$ cat src/rtl/imm_ext_arbiter.sv
// imm_ext_arbiter: two-requester round-robin arbiter in front of an immediate extender.
//
// A request is accepted in IDLE. The extended result is computed and registered in CALC.
// It is then held in RESP until rsp_ready is seen. Only one transaction is in flight at
// a time, so the best-case rate is one request every three cycles.
//
// Ports:
//   clk, rst             clock, asynchronous active-high reset
//   req_valid[1:0]       request valid per requester (0 = decode, 1 = branch unit)
//   req_ready[1:0]       one-hot grant, combinational, only in IDLE
//   req_imm0/1, req_mode0/1
//                        immediate and mode per requester
//                        (0 sext, 1 zext, 2 upper-load, 3 branch)
//   rsp_valid/rsp_ready  response handshake
//   rsp_data, rsp_id     extended result and the id of the requester served
//   busy                 high whenever not IDLE
//
// Configuration: define IMM_SHIFT_MODES_EN to enable modes 2 and 3. Without it, both
// modes fold into mode 0 and no shifter is built.
module imm_ext_arbiter #(
  parameter int unsigned IN_W  = 16,
  parameter int unsigned OUT_W = 32
) (
  input  logic             clk,
  input  logic             rst,
  input  logic [1:0]       req_valid,
  output logic [1:0]       req_ready,
  input  logic [IN_W-1:0]  req_imm0,
  input  logic [IN_W-1:0]  req_imm1,
  input  logic [1:0]       req_mode0,
  input  logic [1:0]       req_mode1,
  output logic             rsp_valid,
  input  logic             rsp_ready,
  output logic [OUT_W-1:0] rsp_data,
  output logic             rsp_id,
  output logic             busy
);

  typedef enum logic [1:0] {StIdle, StCalc, StResp} state_e;

  state_e           state_q, state_d;
  logic             prio_q, prio_d;
  logic [IN_W-1:0]  imm_q, imm_d;
  logic [1:0]       mode_q, mode_d;
  logic             id_q, id_d;
  logic [OUT_W-1:0] data_q, data_d;

  logic [1:0]       grant;
  logic [OUT_W-1:0] sext, zext, ext;

  // Round-robin only matters on a tie; a lone requester always wins.
  always_comb begin
    grant = 2'b00;
    unique case (req_valid)
      2'b01:   grant = 2'b01;
      2'b10:   grant = 2'b10;
      2'b11:   grant = prio_q ? 2'b10 : 2'b01;
      default: grant = 2'b00;
    endcase
  end

  // Gated by rst so the grant is quiet for the whole reset window, not just after an edge.
  assign req_ready = (state_q == StIdle && !rst) ? grant : 2'b00;

  always_comb begin
    sext = {{(OUT_W-IN_W){imm_q[IN_W-1]}}, imm_q};
    zext = {{(OUT_W-IN_W){1'b0}}, imm_q};
    ext  = sext;
    case (mode_q)
      2'd1:    ext = zext;
`ifdef IMM_SHIFT_MODES_EN
      2'd2:    ext = zext << IN_W;
      2'd3:    ext = sext << 2;
`endif
      default: ext = sext;
    endcase
  end

  always_comb begin
    state_d = state_q;
    prio_d  = prio_q;
    imm_d   = imm_q;
    mode_d  = mode_q;
    id_d    = id_q;
    data_d  = data_q;
    unique case (state_q)
      StIdle: begin
        if (|req_ready) begin
          imm_d   = req_ready[1] ? req_imm1 : req_imm0;
          mode_d  = req_ready[1] ? req_mode1 : req_mode0;
          id_d    = req_ready[1];
          state_d = StCalc;
        end
      end
      StCalc: begin
        data_d  = ext;
        state_d = StResp;
      end
      StResp: begin
        if (rsp_ready) begin
          // Hand the next tie to whoever was not just served.
          prio_d  = ~id_q;
          state_d = StIdle;
        end
      end
      default: state_d = StIdle;
    endcase
  end

  always_ff @(posedge clk or posedge rst) begin
    if (rst) begin
      state_q <= StIdle;
      prio_q  <= 1'b0;
      imm_q   <= '0;
      mode_q  <= 2'd0;
      id_q    <= 1'b0;
      data_q  <= '0;
    end else begin
      state_q <= state_d;
      prio_q  <= prio_d;
      imm_q   <= imm_d;
      mode_q  <= mode_d;
      id_q    <= id_d;
      data_q  <= data_d;
    end
  end

  assign rsp_valid = (state_q == StResp);
  assign rsp_data  = data_q;
  assign rsp_id    = id_q;
  assign busy      = (state_q != StIdle);

endmodule
$ cat config.mk
export PLATFORM = sky130hd
export DESIGN_NAME = imm_ext_arbiter
export DESIGN_NICKNAME = d
export VERILOG_FILES = /design/src/rtl/imm_ext_arbiter.sv
export SDC_FILE = /design/constraint.sdc
export NUM_CORES = 1
export LEC_CHECK = 0
export ABC_AREA = 1
export CAP_MARGIN = 20
export CORE_ASPECT_RATIO = 1.1
export CORE_MARGIN = 4
export CORE_UTILIZATION = 35
export DETAILED_ROUTE_END_ITERATION = 12
export GPL_ROUTABILITY_DRIVEN = 0
export HOLD_SLACK_MARGIN = 0.08
export PLACE_DENSITY = 0.75
export SKIP_LAST_GASP = 1
export SLEW_MARGIN = 20
export SYNTH_ARGS = -nofsm -noshare
export SYNTH_HDL_FRONTEND = slang
export SYNTH_SLANG_ARGS = --single-unit
$ cat constraint.sdc
create_clock -name clk -period 1.9 [get_ports clk]
set_input_delay 0.38 -clock clk [delete_from_list [all_inputs] [get_ports clk]]
set_output_delay 0.38 -clock clk [all_outputs]
set_load 0.01 [all_outputs]
# [Word-level counts from Yosys, hierarchy flattened]
# Index checks and enable logic that the tools add are counted.
# Widths: inputs -> output; s select.
[totals] romBits=0 output_inout_bits=37 mem_bits_rw=0 wordCells=32 latch_bits=0 regBits=54 memories=0
[classes] muxes=9 shift=0 div=0 mul=0 n_addsub=0 reduce_logical=8 bitwise=1 n_lt_le_gt_ge=0 eq_ne=8
[op_table] operator="$mux 32" n=1
[op_table] operator="$mux 16" n=1
[op_table] operator="$pmux 2 s3" n=2
[op_table] operator="$mux 2" n=5
[op_table] operator="$eq 2x1->1 const B" n=3
[op_table] operator="$eq 2x2->1 const B" n=3
[op_table] operator="$reduce_and 2->1" n=3
[op_table] operator="$ne 2x1->1 const B" n=2
[op_table] operator="$logic_not 2->1" n=1
[op_table] operator="$reduce_bool 2->1" n=1
[op_table] operator="$reduce_or 2->1" n=1
[op_table] operator="$logic_and 1x1->1" n=1
[op_table] operator="$logic_not 1->1" n=1
[op_table] operator="$not 1->1" n=1

# [Depth between registers and ports, before layout]
# Gate-level depths: netlist of the first run.
[logic_depth] depth_word=6 ltp_mapped=8 depth_no_buf=7

# [Worst setup path before layout of the first run]
# OpenSTA, ideal clock, no wires.
[synth_timing] path_kind="input port to output port" startpoint="input rst" endpoint="output req_ready[0]" slack_ns=0.184 n_path_buf=0 stages=3 t_arrival_ns=1.336 cell_sequence="inv_2 > nand3_2 > a211oi_1"
[synth_via] elab_chain_len=3
[synth_rtl] element="from (decl)" line_no="25" text="input logic rst,"
[synth_rtl] element="$logic_not 1->1 (no line)"
[synth_rtl] element="$logic_and 1x1->1" line_no="63" text="assign req_ready = (state_q == StIdle && !rst) ? grant : 2'b00;"
[synth_rtl] element="$mux 2" line_no="63"
[synth_rtl] element="to (decl)" line_no="27" text="output logic [1:0] req_ready,"
# No other way between the ends.

# [Worst setup path in the final report of the first run]
[layout_timing] startpoint="input rst" endpoint="output req_ready[1]"
# The elaborated chain is that of the path after synthesis.

==> results.yml, run 1 <==
status:
  outcome: "finished clean"
routing:
  firstDrtPassIters: 4
  vias: 1777
  wl_per_cell_microns: 11.9
  ant_nets: 0
  drt_iter0_drc: 100
  drt_wl_total_mm: 4.90
  drc: 0
  viasPerCell: 4.31
pwr:
  power_density_nw_per_um2: 1310
  p_total_w: 0.00380
  p_leak_nw: 1.55
  ir_drop_uv: 549
timing:
  finalSetupTns_ns: 0
  finalSetupViolCount: 0
  tightest_slew_ns: 0.485
  max_freq_mhz: 552
  period_share_pct: 95.4
  period_minus_slack_ns: 1.81
  final_max_slew_viol_count: 0
  max_slew_margin_pct: 67.6
  hold_viol_final: 0
  rsz0062_at_grt: "no"
  fin_skew_ns: 0.00572
hold_path:
  hp-start: "rsp_data[6]"
  min_to: "rsp_data[6]"
  worstHoldPathType: "register to register"
  hold_depth: 2
finish:
  postLayoutCellArea_sq_um: 2890
  multi_input_area_sq_um: 676
  layout.nets: 377
  register_area_sq_um: 977
  synthToLayoutAreaGrowth_pct: 42.9
  utilization_pct: 52.5
  antenna_cells: 0
  nFillCells: 557
  drive_gt1_share_pct: 8.90
synthesis:
  netlist_top_cells_area: "dfrtp_1 48%, nand2_1 20%, nand3_1 9.2%, inv_1 7.6%, buf_4 6.3%"
  netlist.area_leader.share_pct: 48.3
  synth_edf_count: 0
  ys.flop_type: "dfrtp_1"
  synth_warnings: 0
  post-synth-top-count-cell: "nand2_1"
  async_reset_ff_share_pct: 100
  avgSynthCellArea_sq_um: 7.57
  ys_types: 17
  syn_inst: 267
  synth_nets: 308
  synthTopCellsByCount: "108 x nand2_1, 41 x inv_1, 39 x dfrtp_1"
  yosysSeqAreaShare_pct: 48.3
  netlist_area_sq_um: 2020
  yosysTopAreaCell: "dfrtp_1"
  ys_seq_elements: 39
cts:
  clkTransAtPathRegs_ns: 0.08
  cts_buffer_depth: 2
  cts_htree_levels: 2
  cts_made_buffers: 5
  cts_sinks: 39
  cts_root_buffer: "clkbuf_8"
  cts_tree: "done"
  worstSkewPairLatency_ns: 0.29
global_route:
  overflow: 0
  grt_util_all_layers_pct: 14.6
  grt_pass1_wl_mm: 7.96
  grt_max_degree: 40
  grt_pass1_vias: 1733
  antenna_found_initial: 0
place:
  io_buffers: 77
  placed_area_sq_um: 2760
  hpwl_mm: 3.82
floorplanning:
  dieArea_sq_um: 7050
  start_util_pct: 36.7
  core_sq_um: 5500
  dieHeight_microns: 87.7
  dieWidth_microns: 80.4
  num_rows: 28
  ios: 78
critical_path:
  cp-start-kind: "primary input"
  crit_arrival_ns: 1.43
  worstSetupPathType: "primary input to output pin"
  r2r_start: "state_q[1]"
  crit_fanout: 2
  r2r_cells: 7
  reg2reg_to: "imm_q[5]"
  critPathRequiredTime_ns: 1.52
  r2r_slack_ns: 0.64
  crit_path_end_kind: "output pin"
job:
  cap_violations: 0
registers in the layout, indices dropped and copies added, names as in the netlist:
signal,count
rsp_data,17
imm_q,16
mode_q,2
state_q,2
prio_q,1
rsp_id,1
area by class of cell:
| cell class | count | area share, % |
|---|---|---|
| repair buffers | 86 | 28.9 |
| clock inverters | 2 | 2.08 |
| well taps | 75 | 3.25 |
| multi-input cells | 158 | 23.4 |
| clock buffers | 6 | 2.51 |
| inverters | 46 | 5.98 |
| flip-flops and latches | 39 | 33.8 |
layer usage:
layer	share of wire [%]	vias up	GRT usage (%)	wire (microns)
li1	-	916	-	-
met1	42	789	18.2	2080
met2	50	63	24.9	2430
met3	5.6	9	1.85	276
met4	2.3	0	7.37	111
met5	0	-	0	0
power by group:
part	internal [W]	total (W)	leakage [nW]	switching [W]
registers	0.00118	0.00142	0.487	0.000240
logic	0.000852	0.00157	0.996	0.000721
clock network	0.000525	0.000805	0.0654	0.000280
total	0.00255	0.00380	1.55	0.00124
layout by cell type, fill, tap and decap left out, types with 2 or more instances in the layout:
cell type	instances
buf_4	9
nand2_2	3
o21ai_0	3
nor2_1	2
clkdlybuf4s50_1	74
clkbuf_8	5
nand2_1	108
bufinv_16	2
dfrtp_1	38
inv_1	41
nand3_1	37
inv_2	5
worst max-delay path by stage:
stage	start	to
6_report	rst	req_ready[1]
5_1_grt	rst	req_ready[1]
4_1_cts	state_q[1]	rsp_valid
3_5_place_dp	rst	req_ready[0]
3_3_place_gp	rst	req_ready[1]
2_1_floorplan	rst	req_ready[0]
repair_timing:
action,CTS,global route
hold endpoints to repair,0,0
endpoints found under the setup margin,18,3
hold buffers,0,0
buffers inserted,0,0
resized for setup,3,5
kinds of logic (layout without fill, tap and decap cells):
| logic type | count (synthesis) | count (layout) | synth area share (%) |
|---|---|---|---|
| simple gates | 153 | 153 | 31.9 |
| flops | 39 | 39 | 48.3 |
| buf+inv | 70 | 140 | 18.3 |
| compound gates | 5 | 5 | 1.55 |
metrics by stage:
step	setup slack, ns	instances	hold slack, ns
after floorplan	0.184	267	0.368
after global placement	-0.206	404	0.455
after detailed placement	-0.234	404	0.462
after CTS	0.0181	412	0.481
after global routing	0.0157	412	0.498
final	0.0869	412	0.472
worst max-delay path, stage by stage:
cell and delay, ns:
clkdlybuf4s50_1 0.44, buf_4 0.16, nor2_4 0.10, nand2_2 0.07, inv_1 0.05, clkdlybuf4s15_1 0.23
(Power assumes the default switching activity.)
==> run 2, diff against run 1 <==
--- a/config.mk
+++ b/config.mk
@@ -9,13 +9,14 @@
 export CAP_MARGIN = 20
 export CORE_ASPECT_RATIO = 1.1
 export CORE_MARGIN = 4
-export CORE_UTILIZATION = 35
+export CORE_UTILIZATION = 47
 export DETAILED_ROUTE_END_ITERATION = 12
 export GPL_ROUTABILITY_DRIVEN = 0
 export HOLD_SLACK_MARGIN = 0.08
-export PLACE_DENSITY = 0.75
+export PLACE_DENSITY = 0.94
 export SKIP_LAST_GASP = 1
 export SLEW_MARGIN = 20
 export SYNTH_ARGS = -nofsm -noshare
 export SYNTH_HDL_FRONTEND = slang
 export SYNTH_SLANG_ARGS = --single-unit
+export TNS_END_PERCENT = 100
==> run 2 against run 1 <==
Effect of this change: sequential share of layout area up 0.27 points; routed wire length grew 4.1%; total power is 1.1% higher; combinational power about the same; die area shrank 23%; largest cell class unchanged; largest power group unchanged.
==> results.yml, run 2 (synthesis results as in run 1) <==
critical_path:
  crit_arrival_ns: 1.46
  cp_slowest_cell: "clkdlybuf4s50_1"
  cp-start-kind: "primary input"
  worstSetupPathType: "primary input to output pin"
  crit_fanout: 3
  critPathRequiredTime_ns: 1.52
  crit_chain: "clkdlybuf4s50_1 > inv_1 > nand2_1 > nand2_2 > nand2_2 > inv_1 > dlygate4sd2_1"
  slowest_delay_ns: 0.48
  crit_path_end_kind: "output pin"
  critical_path_buf_inv_count: 4
  crit_family: "buffers and inverters"
pwr:
  p_clk_share_pct: 20.9
  p_sw_w: 0.00127
  intPower_w: 0.00256
  power_frac_comb_pct: 41.7
  swShare_pct: 33.2
  ir_drop_uv: 651
  power_frac_seq_pct: 37.4
  p_leak_nw: 1.54
  power_density_nw_per_um2: 1340
floorplanning:
  dieHeight_microns: 76.8
  start_util_pct: 49.8
  core_sq_um: 4050
  num_rows: 24
  dieWidth_microns: 70.5
  dieArea_sq_um: 5410
  ios: 78
cts:
  postCtsSetupBuffers: 0
  cts_htree_levels: 2
  cts_tree: "done"
  cts_root_buffer: "clkbuf_8"
  clkTransAtPathRegs_ns: 0.07
  cts_sinks: 39
  cts_buffer_depth: 2
  cts_made_buffers: 5
  worstSkewPairLatency_ns: 0.29
place:
  io_buffers: 77
  place_inst: 380
  hpwl_mm: 3.73
global_route:
  grt_max_degree: 40
  grt_util_all_layers_pct: 19.6
  grt_pass1_wl_mm: 8.49
  antenna_found_initial: 0
  overflow: 0
  grt_pass1_vias: 1853
finish:
  multi_input_area_sq_um: 678
  layoutNonFillerInstCount: 388
  largest_reg_flops: 17
  most-common-layout-cells: "108 x nand2_1, 74 x clkdlybuf4s50_1, 41 x inv_1, 38 x dfrtp_1, 37 x nand3_1"
  layout.nets: 376
  layout_commonest_cell: "nand2_1"
  drive_gt1_share_pct: 8.93
  register_area_sq_um: 977
  nFillCells: 314
  synthToLayoutAreaGrowth_pct: 41.8
  antenna_cells: 0
timing:
  period_minus_slack_ns: 1.84
  max_freq_mhz: 542
  period_share_pct: 97.1
  rsz0062_at_grt: "yes"
  worst_hold_slack_ns: 0.475
  finalSetupViolCount: 0
  final_max_slew_viol_count: 0
  tightest_slew_ns: 0.487
  max_slew_margin_pct: 67.6
  finalSetupTns_ns: 0
  fin_skew_ns: 0.00528
  hold_viol_final: 0
routing:
  firstDrtPassIters: 4
  drt_wl_total_mm: 5.10
  drt_iter0_drc: 105
  drc: 0
  viasPerCell: 4.83
  ant_nets: 0
  vias: 1874
  wl_per_cell_microns: 13.1
status:
  outcome: "finished clean"
hold_path:
  worstHoldPathType: "register to register"
job:
  cap_violations: 0
## run 2: cell count changes in the layout (fill, tap and decap cells not counted), sizes merged
cell and change:
buf -1, clkdlybuf4s15 -1, dlygate4sd2 +1
## run 2: path summary, 6_finish.rpt
| check | startpoint | end | slack [ns] | cells after the start |
|---|---|---|---|---|
| setup / recovery | req_valid[0] | req_ready[1] | 0.06 | 7 |
| hold / removal | rsp_data[0] | rsp_data[0] | 0.47 | 2 |
| setup reg to reg | state_q[0] | imm_q[4] | 0.49 | 6 |
| hold reg to reg | rsp_data[0] | rsp_data[0] | 0.47 | 2 |
| max in group asynchronous | rst | rsp_data[30] | 0.89 | 3 |
| min in group asynchronous | rst | rsp_data[6] | 0.65 | 3 |
## run 2: routing by layer
| layer | global-route usage [%] | vias to the layer above | share of wire, % |
|---|---|---|---|
| li1 | - | 922 | - |
| met1 | 23.2 | 863 | 40 |
| met2 | 34.2 | 77 | 52 |
| met3 | 2.88 | 12 | 5.7 |
| met4 | 9.96 | 0 | 2.8 |
| met5 | 0 | - | 0 |
## run 2: power by group through the flow
stage                     clock network [W]  registers, W  logic, W
after floorplan                           0       0.00146  0.000865
after global placement                    0       0.00142   0.00155
after detailed placement                  0       0.00144   0.00161
after CTS                          0.000808       0.00143   0.00162
after global routing               0.000844       0.00148   0.00175
final                              0.000802       0.00143   0.00160
## run 2: what timing repair did
item	in CTS	in global routing
pin swaps	0	0
resized for setup	3	5
endpoints found under the setup margin	18	3
hold buffers	0	0
## run 2: area by class of cell
cell class / count / area share (%)
multi-input combinational: 158 / 23.7
timing repair buffer: 85 / 29.3
clock buffer: 6 / 2.53
sequential: 39 / 34.1
inverter: 46 / 6.03
clock inverter: 2 / 2.10
tap: 52 / 2.27
## run 2: metrics by stage
step	area (sq um)	setup WS [ns]	util (%)	total power (W)
floorplan	2020	0.184	-	0.00232
global placement	2730	-0.258	67.4	0.00297
global route	2870	-0.0401	70.7	0.00408
finish	2870	0.0556	70.7	0.00384
CTS	2860	-0.00991	70.6	0.00386
detailed placement	2730	-0.364	67.4	0.00304
## run 2: tightest hold or removal path, stage by stage (launching register included)
cell and delay (ns):
dfrtp_1 0.35, nand2_1 0.05, nand2_1 0.04
==> run 3, diff against run 2 <==
--- a/config.mk
+++ b/config.mk
@@ -14,7 +14,7 @@
 export GPL_ROUTABILITY_DRIVEN = 0
 export HOLD_SLACK_MARGIN = 0.08
 export PLACE_DENSITY = 0.94
-export SKIP_LAST_GASP = 1
+export RECOVER_POWER = 50
 export SLEW_MARGIN = 20
 export SYNTH_ARGS = -nofsm -noshare
 export SYNTH_HDL_FRONTEND = slang
==> run 3 against run 2 <==
Effect of this change: register-to-register slack improved by 0.03 ns; cell area decreased by 0.31%; non-clock buffer count unchanged; first-iteration DRC count decreased by 5.7%; sequential share of layout area increased by 0.10 points; largest cell class unchanged; highest routed layer unchanged.
==> results.yml, run 3 (synthesis results as in run 1) <==
global_route:
  antenna_found_initial: 0
  overflow: 0
  grt_pass1_wl_mm: 8.49
  grt_util_all_layers_pct: 19.6
  grt_max_degree: 40
  grt_pass1_vias: 1853
finish:
  synthToLayoutAreaGrowth_pct: 41.4
  largest_reg_flops: 17
  layout.nets: 376
  postLayoutCellArea_sq_um: 2860
  drive_gt1_share_pct: 8.63
  antenna_cells: 0
  layout_commonest_cell: "nand2_1"
  most-common-layout-cells: "108 x nand2_1, 74 x clkdlybuf4s50_1, 42 x inv_1, 38 x dfrtp_1, 37 x nand3_1"
  utilization_pct: 70.5
  nFillCells: 315
timing:
  period_minus_slack_ns: 1.81
  hold_viol_final: 0
  rsz0062_at_grt: "no"
  period_share_pct: 95.1
  worst_hold_slack_ns: 0.475
  tightest_slew_ns: 0.955
  fin_skew_ns: 0.00621
  final_max_slew_viol_count: 0
  finalSetupViolCount: 0
  max_freq_mhz: 553
  max_slew_margin_pct: 36.3
routing:
  ant_nets: 0
  wl_per_cell_microns: 13.1
  firstDrtPassIters: 5
  drt_iter0_drc: 99
  vias: 1893
  drt_wl_total_mm: 5.07
  viasPerCell: 4.88
  drc: 0
critical_path:
  crit_path_end_kind: "output pin"
  critPathRequiredTime_ns: 1.52
  crit_arrival_ns: 1.43
  cp-start-kind: "primary input"
  crit_fanout: 2
  worstSetupPathType: "primary input to output pin"
cts:
  worstSkewPairLatency_ns: 0.28
  cts_sinks: 39
  cts_root_buffer: "clkbuf_8"
  cts_tree: "done"
  cts_made_buffers: 5
  cts_htree_levels: 2
  clkTransAtPathRegs_ns: 0.07
  cts_buffer_depth: 2
place:
  hpwl_mm: 3.73
  io_buffers: 77
  placed_area_sq_um: 2730
job:
  cap_violations: 0
floorplanning:
  num_rows: 24
  start_util_pct: 49.8
  dieHeight_microns: 76.8
  ios: 78
  dieArea_sq_um: 5410
  dieWidth_microns: 70.5
  core_sq_um: 4050
pwr:
  power_frac_comb_pct: 41.7
  swShare_pct: 33.2
  power_frac_seq_pct: 37.4
  p_clk_share_pct: 20.9
  p_leak_nw: 1.54
  p_total_w: 0.00383
  ir_drop_uv: 658
  p_sw_w: 0.00127
  intPower_w: 0.00256
  power_density_nw_per_um2: 1340
status:
  outcome: "finished clean"
hold_path:
  worstHoldPathType: "register to register"
-- run 3: changes by cell type in the layout (fill, tap and decap cells not counted), sizes merged --
| cell | before | now |
|---|---|---|
| buf | 8 | 7 |
| clkbuf | 7 | 9 |
| dlygate4sd2 | 1 | 0 |
-- run 3: final timing paths --
check                             from           end  slack [ns]  cells past startpoint
min in group asynchronous          rst   rsp_data[6]        0.85                      3
setup reg to reg            state_q[0]     mode_q[0]        0.52                      6
setup / recovery                   rst  req_ready[0]        0.09                      5
hold reg to reg            rsp_data[0]   rsp_data[0]        0.47                      2
hold / removal             rsp_data[0]   rsp_data[0]        0.47                      2
max in group asynchronous          rst  rsp_data[30]        0.40                      3
-- run 3: power groups by stage --
stage	registers [W]	logic (W)	clock network [W]
floorplan	0.00146	0.000865	0
global placement	0.00142	0.00155	0
detailed placement	0.00144	0.00161	0
CTS	0.00143	0.00162	0.000808
global route	0.00148	0.00175	0.000844
finish	0.00143	0.00160	0.000802
-- run 3: area by class of cell --
class / instances / area, sq um / share of cell area, %
multi-input cells: 158 / 676 / 23.7
clock buffers: 6 / 72.6 / 2.54
well taps: 52 / 65.1 / 2.28
clock inverters: 2 / 60.1 / 2.10
inverters: 46 / 173 / 6.04
repair buffers: 85 / 833 / 29.2
flip-flops and latches: 39 / 977 / 34.2
-- run 3: through the flow --
stage / setup WS (ns) / setup TNS, ns / std cells
after floorplan: 0.184 / 0 / 267
final: 0.0931 / 0 / 388
after detailed placement: -0.364 / -0.603 / 380
after global routing: 0.0126 / 0 / 388
after global placement: -0.258 / -0.475 / 380
after CTS: 0.00416 / 0 / 388
-- run 3: worst max-delay path, stage by stage --
cell and delay (ns):
clkdlybuf4s50_1 0.47, inv_1 0.11, nand3_2 0.10, a211oi_1 0.18, clkbuf_2 0.18
-- run 3: metal layers --
metal / global-route usage [%] / wire length (microns)
met5: 0 / 0
met4: 9.96 / 150
met3: 2.88 / 342
met2: 34.2 / 2600
met1: 23.2 / 1980
-- run 3: repair_timing --
item                                    in CTS  in global routing
buffers inserted                             0                  0
endpoints found under the setup margin      18                  3
hold buffers                                 0                  0
gates resized for setup                      4                  6
pin swaps                                    0                  0
gates cloned                                 0                  0
